## src/rtl/seg7_pkg.sv

```systemverilog
// rtl/seg7_pkg.sv - shared constants, types and hex glyph table for the seven-segment display blocks
package seg7_pkg;

  // Segment and anode lines are active-low, so all-ones means dark.
  localparam logic [7:0] SEG_BLANK = 8'hFF;
  localparam logic [3:0] AN_OFF    = 4'hF;

  localparam int NUM_DIGITS = 4;

  typedef logic [1:0] digit_idx_t;

  // One registered drive word for the board pins.
  typedef struct packed {
    logic [3:0] an;
    logic [7:0] seg;
  } drive_t;

  // Active-low g..a glyphs for hex digits 0-F (bit 0 = segment a).
  function automatic logic [6:0] hex_glyph(input logic [3:0] nibble);
    logic [6:0] g;
    case (nibble)
      4'h0: g = 7'h40;
      4'h1: g = 7'h79;
      4'h2: g = 7'h24;
      4'h3: g = 7'h30;
      4'h4: g = 7'h19;
      4'h5: g = 7'h12;
      4'h6: g = 7'h02;
      4'h7: g = 7'h78;
      4'h8: g = 7'h00;
      4'h9: g = 7'h10;
      4'hA: g = 7'h08;
      4'hB: g = 7'h03;
      4'hC: g = 7'h46;
      4'hD: g = 7'h21;
      4'hE: g = 7'h06;
      default: g = 7'h0E;
    endcase
    return g;
  endfunction

endpackage

```

## src/rtl/seg7_scan_display_if.sv

```systemverilog
// rtl/seg7_scan_display_if.sv - value/strobe and pin bundle between number logic and the display driver
interface seg7_scan_display_if;

  logic [15:0] num;
  logic        load;
  logic [3:0]  dp;
  logic [3:0]  blank;
  logic        ack;
  logic        pending;
  logic [3:0]  an;
  logic [7:0]  seg;

  // Number source side: supplies the value and per-digit controls.
  modport master (
    output num, load, dp, blank,
    input  ack, pending, an, seg
  );

  // Display driver side.
  modport slave (
    input  num, load, dp, blank,
    output ack, pending, an, seg
  );

endinterface

```

## src/rtl/seg7_hex_decode.sv

```systemverilog
// rtl/seg7_hex_decode.sv - combinational 4-bit to active-low 7-segment glyph decoder
module seg7_hex_decode
  import seg7_pkg::*;
(
  input  logic [3:0] nibble,
  output logic [6:0] glyph
);

  // Pure table lookup so other display blocks can reuse the same glyph set.
  always_comb begin
    glyph = hex_glyph(nibble);
  end

endmodule

```

## src/rtl/seg7_scan_display.sv

```systemverilog
// rtl/seg7_scan_display.sv - multiplexed 4-digit display driver with frame-aligned value update
module seg7_scan_display
  import seg7_pkg::*;
#(
  parameter int DIV_W = 16
) (
  input  logic                 clk,
  input  logic                 rst,
  seg7_scan_display_if.slave   bus
);

  logic [DIV_W-1:0] prescale;
  logic             tick;
  digit_idx_t       idx;
  logic             boundary;

  logic [15:0]      staging;
  logic [15:0]      shown;
  logic             pending_q;
  logic             ack_q;

  logic [3:0]       nibble;
  logic [6:0]       glyph;
  drive_t           drive_next;
  drive_t           drive_q;

  assign tick     = &prescale;
  // Swapping the shown value only here keeps every frame internally consistent.
  assign boundary = tick && (idx == digit_idx_t'(NUM_DIGITS - 1));

  // Free-running prescaler; one full wrap is one digit slot.
  always_ff @(posedge clk) begin
    if (rst) prescale <= '0;
    else     prescale <= prescale + 1'b1;
  end

  // Digit scan index advances once per slot and wraps naturally at 3.
  always_ff @(posedge clk) begin
    if (rst)       idx <= '0;
    else if (tick) idx <= idx + 2'd1;
  end

  // Staging register: last load wins; a load coinciding with a boundary
  // lands here after the boundary has consumed the previous staged value.
  always_ff @(posedge clk) begin
    if (rst) begin
      staging   <= '0;
      pending_q <= 1'b0;
    end else begin
      if (boundary)  pending_q <= 1'b0;
      if (bus.load) begin
        staging   <= bus.num;
        pending_q <= 1'b1;
      end
    end
  end

  // Displayed value updates only at the frame boundary; ack marks a real handover.
  always_ff @(posedge clk) begin
    if (rst) begin
      shown <= '0;
      ack_q <= 1'b0;
    end else begin
      ack_q <= boundary && pending_q;
      if (boundary && pending_q) shown <= staging;
    end
  end

  assign nibble = shown[{idx, 2'b00} +: 4];

  seg7_hex_decode u_hex_decode (
    .nibble (nibble),
    .glyph  (glyph)
  );

  // Pin values for the current slot; dp and blank are taken live.
  always_comb begin
    drive_next.an  = AN_OFF;
    drive_next.seg = SEG_BLANK;
    if (!bus.blank[idx]) begin
      drive_next.an  = ~(4'b0001 << idx);
      drive_next.seg = {~bus.dp[idx], glyph};
    end
  end

  // Registered pin drive so the board sees glitch-free anode/segment lines.
  always_ff @(posedge clk) begin
    if (rst) begin
      drive_q.an  <= AN_OFF;
      drive_q.seg <= SEG_BLANK;
    end else begin
      drive_q <= drive_next;
    end
  end

  assign bus.an      = drive_q.an;
  assign bus.seg     = drive_q.seg;
  assign bus.ack     = ack_q;
  assign bus.pending = pending_q;

endmodule

```

## src/flat_wrapper.sv

```systemverilog
// flat-port wrapper written by rule: the top's interface ports become plain ports
module seg7_scan_display_flat import seg7_pkg::*;
#(
  parameter int DIV_W = 16
)
  (clk, rst, bus_num, bus_load, bus_dp, bus_blank, bus_ack, bus_pending, bus_an, bus_seg);
  seg7_scan_display_if bus_i ();
  input  logic clk;
  input  logic rst;
  input wire logic [$bits(bus_i.num)-1:0] bus_num;
  input wire logic [$bits(bus_i.load)-1:0] bus_load;
  input wire logic [$bits(bus_i.dp)-1:0] bus_dp;
  input wire logic [$bits(bus_i.blank)-1:0] bus_blank;
  output wire logic [$bits(bus_i.ack)-1:0] bus_ack;
  output wire logic [$bits(bus_i.pending)-1:0] bus_pending;
  output wire logic [$bits(bus_i.an)-1:0] bus_an;
  output wire logic [$bits(bus_i.seg)-1:0] bus_seg;
  assign bus_i.num = bus_num;
  assign bus_i.load = bus_load;
  assign bus_i.dp = bus_dp;
  assign bus_i.blank = bus_blank;
  assign bus_ack = bus_i.ack;
  assign bus_pending = bus_i.pending;
  assign bus_an = bus_i.an;
  assign bus_seg = bus_i.seg;
  seg7_scan_display #(.DIV_W(DIV_W)) u_core (.clk(clk), .rst(rst), .bus(bus_i));
endmodule
```

## config.mk

```make
export PLATFORM = sky130hd
export DESIGN_NAME = seg7_scan_display_flat
export DESIGN_NICKNAME = d
export VERILOG_FILES = /design/src/rtl/seg7_pkg.sv /design/src/rtl/seg7_scan_display_if.sv /design/src/rtl/seg7_hex_decode.sv /design/src/rtl/seg7_scan_display.sv /design/src/flat_wrapper.sv
export SDC_FILE = /design/constraint.sdc
export NUM_CORES = 1
export LEC_CHECK = 0
export BUFFER_PORTS_ARGS = -buffer_cell sky130_fd_sc_hd__buf_2
export CORE_MARGIN = 2
export CORE_UTILIZATION = 40
export DETAILED_ROUTE_END_ITERATION = 12
export PLACE_DENSITY = 0.62
export SYNTH_ARGS = -nofsm -noshare
export SYNTH_HDL_FRONTEND = slang
export SYNTH_HIERARCHICAL = 1
export SYNTH_SLANG_ARGS = --single-unit
```

## constraint.sdc

```tcl
create_clock -name clk -period 3.1 [get_ports clk]
set_clock_uncertainty 0.15 [all_clocks]
set_input_delay 0.465 -clock clk [delete_from_list [all_inputs] [get_ports clk]]
set_output_delay 0.465 -clock clk [all_outputs]
set_load 0.01 [all_outputs]
```

Yosys cells after proc, flatten, opt, wreduce, memory -nomap -nowiden

Memories as Yosys holds them, arrays and structs flattened. A register that Yosys moved wholly into a read port is not among the register bits.
Cells that the tools add are included.

Output and inout port bits: 14
Memories kept: 1
Register bits: 64
ROM bits: 112
Input port bits: 27

Memory list:

| name             | words | width | read ports | clocked after memory_dff | wr ports | line           | text |
|---|---|---|---|---|---|---|---|
| (name not given) | 16    | 7     | 1          | 1                        | 0        | seg7_pkg.sv:21 | `case (nibble)` |

Mux-type cells: 6
Magnitude comparators: 1
Bitwise operators: 2
Equal/unequal tests: 1
Reductions and logical operators: 5
Shifts and indexed selects: 2
$add $sub $neg: 2

Operator list:

| operator                                           | number |
|---|---|
| adder 16 x 1 -> 16 bit, second input constant      | 1 |
| AND reduction 16 bit                               | 1 |
| indexed part select 16 x 5 -> 4 bit                | 1 |
| binary-select mux 1 bit (select 2 bit)             | 2 |
| 2-to-1 mux 1 bit                                   | 4 |
| NOT 4 bit                                          | 1 |
| << shifter 1 x 2 -> 4 bit, first input constant    | 1 |
| < comparator 2 x 3 -> 1 bit, second input constant | 1 |
| adder 2 x 1 -> 2 bit, second input constant        | 1 |
| equality test 2 bit, second input constant         | 1 |
| logical AND 1 bit                                  | 2 |
| nonzero test 2 bit                                 | 1 |
| OR reduction 2 bit                                 | 1 |
| NOT 1 bit                                          | 1 |

Longest topological paths before layout

Word-level depth: 4
Mapped depth: 8
Mapped depth without buffers: 7

Hierarchy

Netlist, hierarchy kept.

By module, submodules not included:

| module            | instances | area each (um2) | cells each |
|---|---|---|---|
| seg7_scan_display | 1         | 2,671.3         | 254 |
| seg7_hex_decode   | 1         | 270.3           | 35 |

Worst setup path after synthesis

Ideal clock, no wire load.

Path type: flip-flop to flip-flop
Start point: register u_core.idx[0]
End point: register u_core/bus.seg[3] (netlist name)
Library setup time: 127 ps
Buffers on the path: 1
Stages on the path, launching flop included: 8
Arrival time: 2,207 ps
Slack: 616 ps
Cells stage by stage: dfxtp_1 > buf_2 > mux4_2 > inv_1 > ha_1 > inv_1 > mux4_2 > or3_1

Elaborated cells between the ends (all ways): 4
Those cells by class: shift (1); mux (2); reduce/logical (1)

RTL lines:

| item                                | line                    | text |
|---|---|---|
| from (decl)                         | seg7_scan_display.sv:14 | `digit_idx_t idx;` |
| from (signal assigned)              | seg7_scan_display.sv:40 | `else if (tick) idx <= idx + 2'd1;` |
| indexed part select 16 x 5 -> 4 bit | seg7_scan_display.sv:69 | `assign nibble = shown[{idx, 2'b00} +: 4];` |
| via u_core.nibble[0]                | seg7_scan_display.sv:22 | `logic [3:0] nibble;` |

The timed path passes the listed nets, and every way through them passes these cells. The select of a mux whose other input is x is not followed.
A chain may end at the register's enable or synchronous reset.

Worst setup path after layout

Start point: register u_core.idx[0]
End point: register u_core/bus.seg[3] (netlist name)

Elaborated cells between the ends (all ways): 4
Those cells by class: shift (1); mux (2); reduce/logical (1)

RTL lines:

| item                                | line |
|---|---|
| indexed part select 16 x 5 -> 4 bit | seg7_scan_display.sv:69 |
| via u_core.nibble[0]                | seg7_scan_display.sv:22 |

The timed path passes the listed nets, and every way through them passes these cells. The select of a mux whose other input is x is not followed.

==> metrics.md <==
| Metric | Value |
|---|---|
| Status | complete, no violations |
| Cells after Synth | 289 |
| Power per Cell Area | 491 nW/µm² |
| Worst Reg-to-Reg Cells | 6 |
| DRC Markers | 0 |
| Reg2Reg Setup Slack | 580 ps |
| Setup Buffers After CTS | 0 |
| Starting density of the core | 41.0% |
| Hold Violations, Final | 0 |
| CTS tree | yes |
| Critical Path Start Type | flip-flop |
| 1st-pass router iterations | 4 |
| Routed wire per std cell | 11.9 µm |
| Crit path required time | 3170 ps |
| CTS resizes | 0 |
| Crit Path Class | reg2reg |
| Register area share after synthesis | 43.6% |
| Gpl congestion | 0.755 |
| Die ar. | 8060 µm² |
| # clock sinks | 64 |
| Initial antenna violation count | 0 |
| Ports | 41 |
| Largest net degree at the start of global routing | 40 |
| WP data arrival | 2590 ps |
| Area Growth Syn to Fin | 16.4% |
| Async set-or-reset flop fraction in the synthesized netlist | 0% |
| CORE AREA | 7180 µm² |
| Commonest non-fill, non-tap cell in the layout | dfxtp_1 |
| Critical Path Sink Type | flip-flop |
| WHS Endpoint | u_core/staging[9] |
| Final Total Pwr | 1.68 mW |
| Diodes inserted | 0 |
| First-pass GRT wire length | 8580 µm |
| Slew @ Worst Pin | 582 ps |
| Final setup TNS | 0 ps |
| Worst r2r src | u_core/idx[0] |
| Max clock buf depth | 2 |
| Total CTS buffers | 9 |
| RR Endpoint | u_core/bus.seg[3] |
| # port buffers | 40 |
| Number of synthesized register bits | 64 |
| Max Transition Viols Final | 0 |
| Vias in the first global route | 1827 |
| Initial drt markers | 47 |
| Final #Nets | 368 |
| Num rows | 31 |
| WHS Path Cells | 3 |
| Fmax | 396 MHz |
| Number of fill cells in the layout | 701 |
| Most frequent cells in the layout | dfxtp_1 (64), nor2_1 (41), buf_2 (40) |
| CP Max Fanout | 7 |
| Final setup vio count | 0 |
| RSZ-0062 raised after global routing | no |
| Synth top area cells | dfxtp_1 (44%), mux2i_1 (13%), nand2b_1 (7.0%), mux4_2 (5.4%), nor2_1 (5.2%) |
| Via count | 2047 |
| Root buf cell | clkbuf_8 |
| Total wire length | 5160 µm |
| Crit path time final | 2520 ps |
| Unique masters post-synth | 35 |
| Top cell type's share of synthesized area | 43.6% |
| Post-synth net total | 328 |
| Vias/cell | 4.74 |
| MaxCap Viol Count | 0 |
| Clock latency on the worst-skew pair | 330 ps |
| H-tree Lvls | 3 |
| Hold buffer count at CTS | 0 |
| GRT Util Overall | 13.2% |
| Syn avg cell area | 10.2 µm² |
| Synth Warn # | 6 |
| Grt ovf | 0 |
| Clk pin slew, worst setup/hold paths | 70 ps |
| Die width | 89.8 µm |
| Main synth FF type | dfxtp_1 |
| Area leader, netlist | dfxtp_1 |
| EDFF count, synth | 0 |
| Hold WC Path Type | in2reg |
| Hpwl dp | 3620 µm |
| Period utilization | 81.4% |
| Peak VDD IR | 0.199 mV |
| Remaining antenna violation count after routing | 0 |
| Synth Cell Area | 2940 µm² |
| Rel. slew slack | 61.2% |
| Start point of the worst hold path | bus_num[9] |
| Layout cells sized above 1 | 22.2% |
| Die extent in y | 89.8 µm |
| Leakage | 1.45 nW |
-- registers in the layout (all words and copies together), names as in the netlist --
register	cells
u_core/idx	2
u_core/bus.an	4
u_core/staging	16
u_core/bus.seg	8
u_core/bus.pending	1
u_core/shown	16
u_core/prescale	16
u_core/bus.ack	1
-- metrics by stage --
stage                     std cells  utilization, %  area [µm²]  hold WS, ps  setup slack, ps
after floorplan                 289               -        2940          280              616
after global placement          417            44.9        3220          293              641
after detailed placement        417            44.9        3220          313              566
after CTS                       432            47.7        3420          201              563
after global routing            432            47.7        3420          207              439
final                           432            47.7        3420          215              576
-- per-layer routing --
layer / wire length (µm) / up-vias / track usage [%]
met5: 0 / - / 0
met4: 49 / 0 / 7.31
met3: 211 / 2 / 3.94
met2: 2230 / 51 / 18.5
met1: 2670 / 937 / 18.3
li1: - / 1057 / -
-- worst max path at each step --
stage                              from           endpoint  slack [ps]
after CTS                 u_core/idx[0]  u_core/bus.seg[3]         560
after global placement    u_core/idx[0]  u_core/bus.seg[3]         640
after detailed placement  u_core/idx[0]  u_core/bus.seg[3]         570
after floorplan           u_core/idx[0]  u_core/bus.seg[3]         620
final                     u_core/idx[0]  u_core/bus.seg[3]         580
after global routing      u_core/idx[0]  u_core/bus.seg[3]         440
-- critical path, stage by stage, from the launching register on --
cell     delay, ps
dfxtp_1        470
mux4_2         630
inv_1          160
ha_1           150
inv_1           50
mux4_2         440
or3_1          340
-- report_power, final --
group          leakage, nW  internal [mW]  switching (mW)  total [mW]
clock                0.108          0.430           0.305       0.736
combinational        0.821         0.0463          0.0434      0.0897
sequential           0.522          0.844          0.0122       0.856
-- cells in the mapped netlist, drive strengths merged (5+ instances only) --
master and instances:
nor2 41, or3 8, mux2i 37, inv 9, nand2 12, dfxtp 64
ha 12, xnor2 8, mux4 7, nor3 5, nand2b 33, nand3 7
buf 7, clkbuf 8, nand4 5
-- layout make-up --
class / count / area (µm²) / share of cell area (%)
clock inverter: 3 / 40.0 / 1.17
timing repair buffer: 44 / 230 / 6.72
inverter: 9 / 33.8 / 0.986
multi-input combinational: 201 / 1550 / 45.3
clock buffer: 12 / 165 / 4.82
sequential: 64 / 1280 / 37.4
tap: 99 / 124 / 3.62
-- kinds of logic (layout without fill, tap and decap cells) --
group / Yosys count / count (layout) / share of synthesized area [%]
AND/OR/NAND/NOR: 121 / 121 / 23.4
flip-flops: 64 / 64 / 43.6
multiplexers: 46 / 46 / 18.7
buffers and inverters: 24 / 68 / 3.74
adder cells (fa/ha/maj): 12 / 12 / 5.10
XOR/XNOR: 12 / 12 / 3.57
AO/OA/AOI/OAI: 10 / 10 / 1.96
Power figures use the tool's default switching activity.
